<file path="config.mk">
export PLATFORM = sky130hd
export DESIGN_NAME = pipeline_ctrl
export DESIGN_NICKNAME = d
export VERILOG_FILES = /design/src/rtl/pipeline_ctrl.sv
export SDC_FILE = /design/constraint.sdc
export NUM_CORES = 1
export LEC_CHECK = 0
export CORE_ASPECT_RATIO = 1.5
export CORE_MARGIN = 2
export CORE_UTILIZATION = 25
export DETAILED_ROUTE_END_ITERATION = 6
export GPL_ROUTABILITY_DRIVEN = 0
export PLACE_DENSITY = 0.72
export SYNTH_ARGS = -nofsm -noshare
export SYNTH_HDL_FRONTEND = slang
export SYNTH_SLANG_ARGS = --single-unit
</file>
<file path="constraint.sdc">
create_clock -name CLK -period 2.2 [get_ports CLK]
set_clock_uncertainty 0.1 [all_clocks]
set_input_delay 0.44 -clock CLK [delete_from_list [all_inputs] [get_ports CLK]]
set_output_delay 0.44 -clock CLK [all_outputs]
set_load 0.02 [all_outputs]
</file>
<file path="src/rtl/pipeline_ctrl.sv">
// Hazard/sequencing controller for the 5-stage RV32I pipeline: load-use stalls, branch flushes, dmem waits.
// Define PIPE_PERF_CNT_EN to build the STALL_CNT/FLUSH_CNT performance counters (tied to zero otherwise).
module pipeline_ctrl #(
  parameter int unsigned MAX_WAIT = 16
) (
  input  logic        CLK,
  input  logic        RST,
  input  logic [4:0]  RS1_ID,
  input  logic [4:0]  RS2_ID,
  input  logic        USE_RS1_ID,
  input  logic        USE_RS2_ID,
  input  logic [4:0]  RD_DE,
  input  logic [1:0]  MemRead_DE,
  input  logic        BR_TAKEN_E,
  input  logic        DMEM_REQ_M,
  input  logic        DMEM_ACK,
  output logic        PC_EN,
  output logic        PC_SEL,
  output logic        FD_EN,
  output logic        DE_EN,
  output logic        EM_EN,
  output logic        MW_EN,
  output logic        FD_FLUSH,
  output logic        DE_FLUSH,
  output logic        MW_FLUSH,
  output logic        ERR,
  output logic [31:0] STALL_CNT,
  output logic [31:0] FLUSH_CNT
);

  typedef enum logic [1:0] {RUN, LU_STALL, MEM_WAIT} state_e;

  localparam logic [7:0] MAX_WAIT_C = 8'(MAX_WAIT);

  state_e     state_q, state_d;
  logic [7:0] wait_cnt_q, wait_cnt_d;
  logic       err_q, err_d;
  logic       lu, ms;
  logic       br_flush, lu_bubble;

  assign lu = (MemRead_DE != 2'b00) && (RD_DE != 5'd0) &&
              ((USE_RS1_ID && (RS1_ID == RD_DE)) || (USE_RS2_ID && (RS2_ID == RD_DE)));
  assign ms = DMEM_REQ_M && !DMEM_ACK;

  always_comb begin
    state_d    = state_q;
    wait_cnt_d = wait_cnt_q;
    err_d      = err_q;
    PC_EN      = 1'b1;
    PC_SEL     = 1'b0;
    FD_EN      = 1'b1;
    DE_EN      = 1'b1;
    EM_EN      = 1'b1;
    MW_EN      = 1'b1;
    FD_FLUSH   = 1'b0;
    DE_FLUSH   = 1'b0;
    MW_FLUSH   = 1'b0;
    br_flush   = 1'b0;
    lu_bubble  = 1'b0;
    case (state_q)
      RUN, LU_STALL: begin
        state_d = RUN;
        if (ms) begin
          {PC_EN, FD_EN, DE_EN, EM_EN} = 4'b0000;
          MW_FLUSH   = 1'b1;
          state_d    = MEM_WAIT;
          wait_cnt_d = 8'd1;
        end else if (BR_TAKEN_E) begin
          br_flush = 1'b1;
        end else if (lu && (state_q == RUN)) begin
          // In LU_STALL the ID/EX slot is already a bubble, so no re-stall
          lu_bubble = 1'b1;
          state_d   = LU_STALL;
        end
      end
      MEM_WAIT: begin
        if (!DMEM_ACK) begin
          {PC_EN, FD_EN, DE_EN, EM_EN} = 4'b0000;
          MW_FLUSH   = 1'b1;
          wait_cnt_d = (wait_cnt_q == 8'hFF) ? 8'hFF : wait_cnt_q + 8'd1;
          // ERR rises together with wait_cnt reaching MAX_WAIT
          if (wait_cnt_d == MAX_WAIT_C) err_d = 1'b1;
        end else begin
          wait_cnt_d = 8'd0;
          state_d    = RUN;
          if (BR_TAKEN_E) begin
            br_flush = 1'b1;
          end else if (lu) begin
            lu_bubble = 1'b1;
            state_d   = LU_STALL;
          end
        end
      end
      default: state_d = RUN;
    endcase
    if (br_flush) begin
      PC_SEL   = 1'b1;
      FD_FLUSH = 1'b1;
      DE_FLUSH = 1'b1;
    end
    if (lu_bubble) begin
      PC_EN    = 1'b0;
      FD_EN    = 1'b0;
      DE_FLUSH = 1'b1;
    end
    if (RST) begin
      {PC_EN, PC_SEL, FD_EN, DE_EN, EM_EN, MW_EN} = 6'b000000;
      {FD_FLUSH, DE_FLUSH, MW_FLUSH}              = 3'b000;
      br_flush  = 1'b0;
      lu_bubble = 1'b0;
    end
  end

  always_ff @(posedge CLK or posedge RST) begin
    if (RST) begin
      state_q    <= RUN;
      wait_cnt_q <= 8'd0;
      err_q      <= 1'b0;
    end else begin
      state_q    <= state_d;
      wait_cnt_q <= wait_cnt_d;
      err_q      <= err_d;
    end
  end

  assign ERR = err_q;

`ifdef PIPE_PERF_CNT_EN
  logic [31:0] stall_cnt_q, stall_cnt_d;
  logic [31:0] flush_cnt_q, flush_cnt_d;

  always_comb begin
    stall_cnt_d = stall_cnt_q + (PC_EN ? 32'd0 : 32'd1);
    flush_cnt_d = flush_cnt_q;
    if (br_flush)       flush_cnt_d = flush_cnt_q + 32'd2;
    else if (lu_bubble) flush_cnt_d = flush_cnt_q + 32'd1;
  end

  always_ff @(posedge CLK or posedge RST) begin
    if (RST) begin
      stall_cnt_q <= 32'd0;
      flush_cnt_q <= 32'd0;
    end else begin
      stall_cnt_q <= stall_cnt_d;
      flush_cnt_q <= flush_cnt_d;
    end
  end

  assign STALL_CNT = stall_cnt_q;
  assign FLUSH_CNT = flush_cnt_q;
`else
  assign STALL_CNT = 32'h0;
  assign FLUSH_CNT = 32'h0;
`endif

endmodule

</file>
**Word-level counts from Yosys, hierarchy flattened**

Index checks and enable logic that the tools add are counted.

- Bitwise operators: 1
- Multiplexer cells: 37
- Reductions and logical operators: 15
- Div/mod/pow operators: 0
- Multipliers: 0
- Order comparisons: 0
- Add/sub/neg operators: 1
- Equal/unequal tests: 8
- Shift operators: 0

Operators by type and width:

| kind | number |
|---|---|
| two-way mux 1 bit | 26 |
| two-way mux 8 bit | 3 |
| one-hot mux 8 bit (2 select lines) | 1 |
| equality test 5 bit | 2 |
| adder 8 x 1 -> 8 bit (second input constant) | 1 |
| equality test 8 x 5 -> 1 bit (second input constant) | 1 |
| equality test 8 bit (second input constant) | 1 |
| one-hot mux 1 bit (2 select lines) | 4 |
| logical AND 1 bit | 6 |
| nonzero test 5 bit | 1 |
| two-way mux 2 bit | 2 |
| != test 2 bit (second input constant) | 2 |
| one-hot mux 2 bit (2 select lines) | 1 |
| nonzero test 2 bit | 2 |
| AND reduction 3 bit | 1 |
| equality test 2 x 1 -> 1 bit (second input constant) | 1 |
| equality test 2 bit (second input constant) | 1 |
| zero test 2 bit | 1 |
| AND reduction 2 bit | 1 |
| OR reduction 2 bit | 1 |
| zero test 1 bit | 1 |
| logical OR 1 bit | 1 |
| NOT 1 bit | 1 |

- Input bits: 24
- Latch bits: 0
- Memories kept: 0
- Output and inout port bits: 74
- Bits in read-only memories: 0
- Flip-flop bits (word level): 11
- Memory bits (writable): 0

**Depth between registers and ports, before layout**

Gate-level depths: netlist of run 1.

- Depth after elaboration: 11
- Depth in mapped cells: 5
- Depth with buffers taken out: 5

**Worst setup path after synthesis of run 1**

Ideal clock, no wire load.

- Path type: input-to-output
- Start: input RD_DE[1]
- End: output PC_EN
- Buffers on the path: 1
- Arrival: 1,935 ps
- Stages: 5
- Data required time: 1,660 ps
- Path slack: -275 ps
- Cells stage by stage: or4_1 > nor2_1 > nor3_1 > a21boi_0 > buf_4

- Word-level cells in the longest chain between the ends: 11

Ends and longest elaborated chain:

| item | RTL line | text |
|---|---|---|
| start: declaration | 12 | `input logic [4:0] RD_DE,` |
| equality test 5 bit | 42 | `((USE_RS1_ID && (RS1_ID == RD_DE)) \|\| (USE_RS2_ID && (RS2_ID == RD_DE)));` |
| logical AND 1 bit | 42 |  |
| logical OR 1 bit | 42 |  |
| logical AND 1 bit * | 41 | `assign lu = (MemRead_DE != 2'b00) && (RD_DE != 5'd0) &&` |
| logical AND 1 bit | 70 | `end else if (lu && (state_q == RUN)) begin` |
| two-way mux 1 bit | 70 |  |
| two-way mux 1 bit | 68 | `end else if (BR_TAKEN_E) begin` |
| two-way mux 1 bit | 63 | `if (ms) begin` |
| one-hot mux 1 bit (2 select lines) * | 60 | `case (state_q)` |
| two-way mux 1 bit * (2 in a row) | n/a |  |
| end: declaration | 17 | `output logic PC_EN,` |

Every way passes the cells marked *; elsewhere a longest branch is shown, timed or not.

**Worst setup path in the final report of run 1**

- Start: input BR_TAKEN_E
- End: output DE_FLUSH

- Word-level cells in the longest chain between the ends: 6

Ends and longest elaborated chain:

| item | RTL line | text |
|---|---|---|
| start: declaration | 14 | `input logic BR_TAKEN_E,` |
| two-way mux 1 bit | 68, 86 |  |
| two-way mux 1 bit, on equally long branches | 77, 63 |  |
| one-hot mux 1 bit (2 select lines) | 60 |  |
| two-way mux 1 bit | 96 | `if (br_flush) begin` |
| two-way mux 1 bit * | 101 | `if (lu_bubble) begin` |
| two-way mux 1 bit * | 106 | `if (RST) begin` |
| end: declaration | 24 | `output logic DE_FLUSH,` |

Marked as above.

==> flow_summary.ini, run 1 <==
[detailed_routing]
wl_per_cell_um = 9.68
wirelength_um = 2700
drt_iter0_drc = 20
ant_nets = 0
drt-pass1-iter-count = 4
vias = 1097
drc = 0
avgViaCountPerCell = 3.93

[status]
status = complete, no violations

[synthesis]
ys.flop_type = dfrtp_1
ys_seq_elements = 11
yosysSeqAreaShare_pct = 21.0
synth-async-reset-ratio_pct = 100
synth_cells = 161
yosys_warnings = 0
ys_types = 36
avgSynthCellArea_um2 = 8.16
netlist_area_um2 = 1310
synth_enable_flop_cells = 0

[finish]
layout_commonest_cell = conb_1
fin_cells = 279
stdcell_area_um2 = 1670
fillers = 557
layout_common_cells = conb_1 (64), buf_4 (17), dlygate4sd2_1 (12)
layout-drive-gt1-share_pct = 21.8
nets = 237
syn_to_final_growth_pct = 27.0
diodes = 0

[timing]
fmax_mhz = 462
tns_ns = 0
setup_viol = 0
min_period_ns = 2.16
hold_violations = 0
setup_slack_ns = 0.0370
maxSlewViolCount = 0
fin_crit_sh_pct = 98.3

[cts]
cts_tree = done
worst_skew_pair.late_latency_ns = 0.25
cts_htree_levels = 1
holdBufCountCts = 0
clock_sinks = 11
ctsRootBufferMaster = clkbuf_8
clockBufferDepth = 2
cts.clk_slew.worst_paths_ns = 0.05
numCtsBuffers = 3

[floorplan]
row_count = 32
die_area_um2 = 5860
fp.dieW_um = 63.2
die_h_um = 92.8
ios = 98
initial_core_util_pct = 25.6
core_um2 = 5120

[grt]
grt_pass1_vias = 1013
grt_start_max_net_pins = 10
antenna_found_initial = 0
grt_pass1_wl_um = 4250
grt.overflow.total = 0
grt_use_total_pct = 9.25

[pwr]
power.leakage_nw = 0.836
finalPower_mw = 0.756
p_per_area_nw_per_um2 = 453
ir_worst_vdd_mv = 0.248

[setup_path]
slowest_stage = clkdlybuf4s50_1
path_class = in -> out
critPathMaxStageDelay_ns = 0.43
cp.buffers_inverters = 2
worst_setup_path_end_kind = primary output
worstPathCellList = clkdlybuf4s50_1 -> nor2_1 -> o21ai_1 -> nor3_2 -> a31o_1 -> buf_6
worstPathArrival_ns = 1.62
start_kind = input port
cp_data_required_time_ns = 1.66
cp_max_fo = 3
cpLargestDelayFamily = buffers and inverters

[place]
preCtsSetupSlack_ns = -0.694
place_area_um2 = 1590
dp.cells = 274
io_buffers = 33
dp_hpwl_um = 2200

[job]
cap_violations = 0

[hold_path]
hold_class = reg -> reg
-- cell families (layout without fill, tap and decap cells) --
kind of cell             count (synthesis)  count (layout)  synth area share [%]
buffers and inverters                   72              59                  39.8
AO/OA/AOI/OAI                           32              32                  16.9
AND/OR/NAND/NOR                         34              34                  14.5
other                                    1              64                 0.285
flip-flops                              11              11                  21.0
adder cells (fa/ha/maj)                  1               1                 0.952
XOR/XNOR                                10              10                  6.67
-- registers in the layout, indices dropped and copies added, names as in the netlist --
name and flops:
wait_cnt_q 8, state_q 2, ERR 1
-- cell usage after synthesis (2+ instances only) --
cell type  number  area share [%]
buf_4          67              38
dfrtp_1        11              21
xnor2_1        10             6.7
o21ai_0         8             3.0
nor2_1          7             2.0
a21oi_1         6             2.3
nand2_1         6             1.7
and3_1          4             1.9
inv_1           4             1.1
a22o_1          3             2.0
nand2b_1        3             1.4
nand3_1         3             1.1
o22ai_1         3             1.4
a31oi_1         2            0.95
and2_1          2            0.95
nand4_1         2            0.95
-- final cells by class --
cell class | count | area, um2 | area share, %
flip-flops and latches | 11 | 275 | 16.5
well taps | 68 | 85.1 | 5.10
clock buffers | 4 | 45.0 | 2.70
repair buffers | 51 | 447 | 26.8
inverters | 4 | 15.0 | 0.900
multi-input cells | 141 | 801 | 48.0
-- layer usage --
| layer | wire length, um | part of all wire (%) | GRT usage, % | vias to the layer above |
|---|---|---|---|---|
| li1 | - | - | - | 520 |
| met1 | 868 | 32 | 8.66 | 484 |
| met2 | 1460 | 54 | 17.4 | 84 |
| met3 | 287 | 11 | 1.70 | 9 |
| met4 | 84 | 3.1 | 7.07 | 0 |
| met5 | 0 | 0 | 0 | - |
-- where the power goes --
group	internal [mW]	total [mW]	switching [mW]	leakage [nW]
Combinational	0.117	0.315	0.197	0.664
Clock	0.128	0.210	0.0825	0.0228
Sequential	0.213	0.231	0.0179	0.149
Total	0.459	0.756	0.298	0.836
-- stage by stage --
step	utilization [%]	hold WS (ns)
after floorplan	-	0.279
after detailed placement	31.0	0.367
final	32.5	0.374
after global placement	31.0	0.360
after CTS	32.1	0.383
after global routing	32.5	0.410
-- repair_timing --
action	4_1_cts	5_1_grt
resized for setup	59	12
setup buffers	1	0
hold endpoints to repair	0	0
pin swaps	16	10
setup endpoints to repair	9	5
-- worst paths after layout --
| path | startpoint | to | slack, ns | depth (start not counted) |
|---|---|---|---|---|
| min in group asynchronous | RST | wait_cnt_q[1] | 0.59 | 4 |
| min | ERR | ERR | 0.37 | 1 |
| max in group asynchronous | RST | state_q[1] | 1.20 | 5 |
| max | BR_TAKEN_E | DE_FLUSH | 0.04 | 6 |
| max reg2reg | wait_cnt_q[0] | ERR | 0.52 | 5 |
| min reg2reg | ERR | ERR | 0.37 | 1 |
(Power assumes the default switching activity.)
==> run 2: changes to the inputs <==
- CORE_MARGIN: 2 -> not set
==> flow_summary.ini, run 2 (synthesis gave the netlist of run 1 again) <==
[detailed_routing]
wl_per_cell_um = 8.80
avgViaCountPerCell = 3.91
drt-pass1-iter-count = 2
drc = 0
wirelength_um = 2420
drt_iter0_drc = 13
ant_nets = 0
vias = 1076

[floorplan]
initial_core_util_pct = 25.8
core_um2 = 5080
fp.dieW_um = 61.2
ios = 98
row_count = 32
die_h_um = 90.8
die_area_um2 = 5560

[finish]
diodes = 0
nets = 233
fillers = 551
layout-drive-gt1-share_pct = 19.3
multi_input_area_um2 = 782
fin_util_pct = 31.3
stdcell_area_um2 = 1590
layout_common_cells = conb_1 (64), buf_4 (16), dfrtp_1 (11), dlygate4sd2_1 (11), xnor2_1 (9)
largest_register = wait_cnt_q
syn_to_final_growth_pct = 21.3
largest_reg_flops = 8
regArea_um2 = 275
layout_commonest_cell = conb_1

[hold_path]
hold_path_end = ERR
hold_depth = 1
hp-start = ERR
hold_class = reg -> reg

[setup_path]
cp_data_required_time_ns = 1.66
cpLargestDelayFamily = simple AND/OR/NAND/NOR gates
slowest_stage = or4_1
rr_worst_depth = 5
critPathMaxStageDelay_ns = 0.51
worstReg2RegStart = wait_cnt_q[0]
path_class = in -> out
worst_setup_path_end_kind = primary output
cpMostUsedCell = buf_6
worstPathCellList = buf_6 -> or4_1 -> nor2_1 -> nor3_2 -> a31o_1 -> buf_6
r2r_setup_slack_ns = 0.51
worstPathArrival_ns = 1.61
cp.buffers_inverters = 2
start_kind = input port
timing.rr.end = ERR
cp_max_fo = 3

[cts]
cts_tree = done
worst_skew_pair.late_latency_ns = 0.24
cts_htree_levels = 1
clockBufferDepth = 2
numCtsBuffers = 3
cts_setup_buffers = 0
cts.clk_slew.worst_paths_ns = 0.05
clock_sinks = 11
ctsRootBufferMaster = clkbuf_8

[timing]
fin_crit_sh_pct = 97.5
maxSlewViolCount = 0
tns_ns = 0
fmax_mhz = 466
min_period_ns = 2.15
hold_violations = 0
setup_viol = 0
rsz0062_at_grt = no

[grt]
grt_pass1_wl_um = 3860
antenna_found_initial = 0
grt_pass1_vias = 966
grt_use_total_pct = 9.15
grt.overflow.total = 0
grt_start_max_net_pins = 10

[place]
io_buffers = 33
dp_hpwl_um = 2050
place_area_um2 = 1570

[pwr]
ir_worst_vdd_mv = 0.247
p_per_area_nw_per_um2 = 457
power.leakage_nw = 0.819
finalPower_mw = 0.729

[job]
cap_violations = 0

[status]
status = complete, no violations
## run 2: cell count changes in the layout (fill, tap and decap cells not counted), sizes merged
cell,before,now
dlymetal6s2s,1,2
clkdlybuf4s15,6,2
dlygate4sd2,12,11
## run 2: worst register-to-register path, cell delays in order (launching register included)
cell     delay, ns
dfrtp_1       0.44
ha_1          0.27
and2_1        0.22
nand2_1       0.07
o32ai_1       0.31
a41o_1        0.21
## run 2: how the worst max path moves through the flow
stage                     to       start  cells past startpoint
finish              DE_FLUSH    RD_DE[3]                      6
floorplan              PC_EN  state_q[1]                      5
global route        DE_FLUSH    RD_DE[3]                      6
detailed placement     FD_EN    RD_DE[1]                      6
CTS                 MW_FLUSH  DMEM_REQ_M                      5
global placement    DE_FLUSH    RD_DE[0]                      6
## run 2: timing repair
action / 4_1_cts / 5_1_grt
setup endpoints to repair: 9 / 6
gates resized for setup: 60 / 9
pin swaps: 15 / 9
hold buffers: 0 / 0
## run 2: cell type report
cell class                      instances  share of cell area [%]
Clock buffer                            4                    2.83
Tap cell                               68                    5.34
Inverter                                4                   0.942
Sequential cell                        11                    17.3
Multi-Input combinational cell        141                    49.1
Timing Repair Buffer                   47                    24.6
## run 2: per-layer routing
metal  track usage, %  share of wire [%]  vias up
met1             8.49                 32      482
met2             17.3                 56       82
met3             2.72                 10        4
met5                0                  0        -
li1                 -                  -      508
met4             3.60                1.4        0
## run 2: report_power, final
part	leakage [nW]	internal [mW]	total (mW)	switching, mW
clock network	0.0228	0.127	0.204	0.0771
registers	0.149	0.214	0.230	0.0162
logic	0.647	0.105	0.295	0.189
total	0.819	0.446	0.729	0.283
## run 2: stage by stage
step | hold slack [ns] | worst slack, ns | std cells
2_1_floorplan | 0.279 | 0.0698 | 224
3_3_place_gp | 0.357 | -0.688 | 271
3_5_place_dp | 0.358 | -0.692 | 271
4_1_cts | 0.374 | 0.00389 | 275
5_1_grt | 0.388 | 0.00430 | 275
6_report | 0.371 | 0.0549 | 275
==> run 3: changes to the inputs <==
- RECOVER_POWER: not set -> 25
- SLEW_MARGIN: not set -> 10
==> flow_summary.ini, run 3 (synthesis gave the netlist of run 1 again) <==
[setup_path]
worstReg2RegStart = wait_cnt_q[0]
startpoint = RD_DE[3]
path_class = in -> out
cp_data_required_time_ns = 1.66
worst_setup_path_end_kind = primary output
worstPathArrival_ns = 1.61
start_kind = input port
cp_max_fo = 3

[job]
cap_violations = 0

[place]
dp.cells = 271
io_buffers = 33
dp_hpwl_um = 2050

[cts]
holdBufCountCts = 0
worst_skew_pair.late_latency_ns = 0.24
cts.clk_slew.worst_paths_ns = 0.05
clockBufferDepth = 2
cts_setup_buffers = 0
ctsRootBufferMaster = clkbuf_8
cts_tree = done
cts_htree_levels = 1
clock_sinks = 11
numCtsBuffers = 3

[finish]
layout_common_cells = conb_1 (64), buf_4 (15), dfrtp_1 (11), dlygate4sd2_1 (11), xnor2_1 (9)
nets = 233
fin_cells = 275
syn_to_final_growth_pct = 21.0
largest_register = wait_cnt_q
largest_reg_flops = 8
layout_commonest_cell = conb_1
layout-drive-gt1-share_pct = 18.8
diodes = 0

[floorplan]
die_h_um = 90.8
row_count = 32
die_area_um2 = 5560
core_um2 = 5080
initial_core_util_pct = 25.8
fp.dieW_um = 61.2
ios = 98

[timing]
hold_violations = 0
min_period_ns = 2.15
whs_ns = 0.371
maxSlewViolCount = 0
fin_crit_sh_pct = 97.5
setup_viol = 0
rsz0062_at_grt = no
tns_ns = 0
fmax_mhz = 466

[pwr]
ir_worst_vdd_mv = 0.247
p_per_area_nw_per_um2 = 458
power.leakage_nw = 0.815
finalPower_mw = 0.728

[detailed_routing]
vias = 1076
wl_per_cell_um = 8.80
ant_nets = 0
wirelength_um = 2420
avgViaCountPerCell = 3.91
drt_iter0_drc = 12
drt-pass1-iter-count = 2
drc = 0

[grt]
grt.overflow.total = 0
grt_pass1_wl_um = 3860
grt_pass1_vias = 966
grt_start_max_net_pins = 10
antenna_found_initial = 0
grt_use_total_pct = 9.15

[hold_path]
hold_class = reg -> reg
hp-start = ERR

[status]
status = complete, no violations
-- run 3: cell types whose count changed in the layout (fill, tap and decap cells not counted), sizes merged --
cell    delta
buf        -1
clkbuf     +1
-- run 3: worst max-delay path, stage by stage --
cell and delay (ns):
buf_6 0.09, or4_1 0.51, nor2_1 0.13, nor3_2 0.08, a31o_1 0.23, buf_6 0.13
-- run 3: worst paths after layout --
| path | end | slack (ns) | depth (start not counted) |
|---|---|---|---|
| setup / recovery | DE_FLUSH | 0.05 | 6 |
| min in group asynchronous | state_q[1] | 0.47 | 3 |
| hold / removal | ERR | 0.37 | 1 |
| hold reg to reg | ERR | 0.37 | 1 |
| max in group asynchronous | wait_cnt_q[6] | 1.16 | 3 |
| setup reg to reg | ERR | 0.51 | 5 |
-- run 3: metrics by stage --
step                      setup WS, ns  instance area (um2)  utilization (%)
after global routing           0.00430                 1590             31.3
after detailed placement        -0.692                 1570             30.8
final                           0.0549                 1590             31.3
after floorplan                 0.0698                 1550                -
after global placement          -0.688                 1570             30.8
after CTS                      0.00389                 1600             31.4
-- run 3: final cells by class --
| type | instances | area, um2 |
|---|---|---|
| fillers | 553 | 3490 |
| inverters | 4 | 15.0 |
| flip-flops and latches | 11 | 275 |
| well taps | 68 | 85.1 |
| repair buffers | 47 | 388 |
| multi-input cells | 141 | 782 |
| clock buffers | 4 | 45.0 |
-- run 3: metal layers --
layer	GRT usage, %	vias to the layer above	share of wire (%)
li1	-	508	-
met1	8.49	482	32
met2	17.3	82	56
met3	2.72	4	10
met4	3.60	0	1.4
met5	0	-	0
-- run 3: where the power goes --
group	switching, mW	total, mW	internal, mW	leakage, nW
clock	0.0772	0.205	0.127	0.0228
combinational	0.189	0.294	0.105	0.643
sequential	0.0162	0.230	0.214	0.149
-- run 3: timing repair --
| action | CTS | global route |
|---|---|---|
| pin swaps | 15 | 9 |
| setup endpoints to repair | 9 | 6 |
| resized for setup | 60 | 9 |
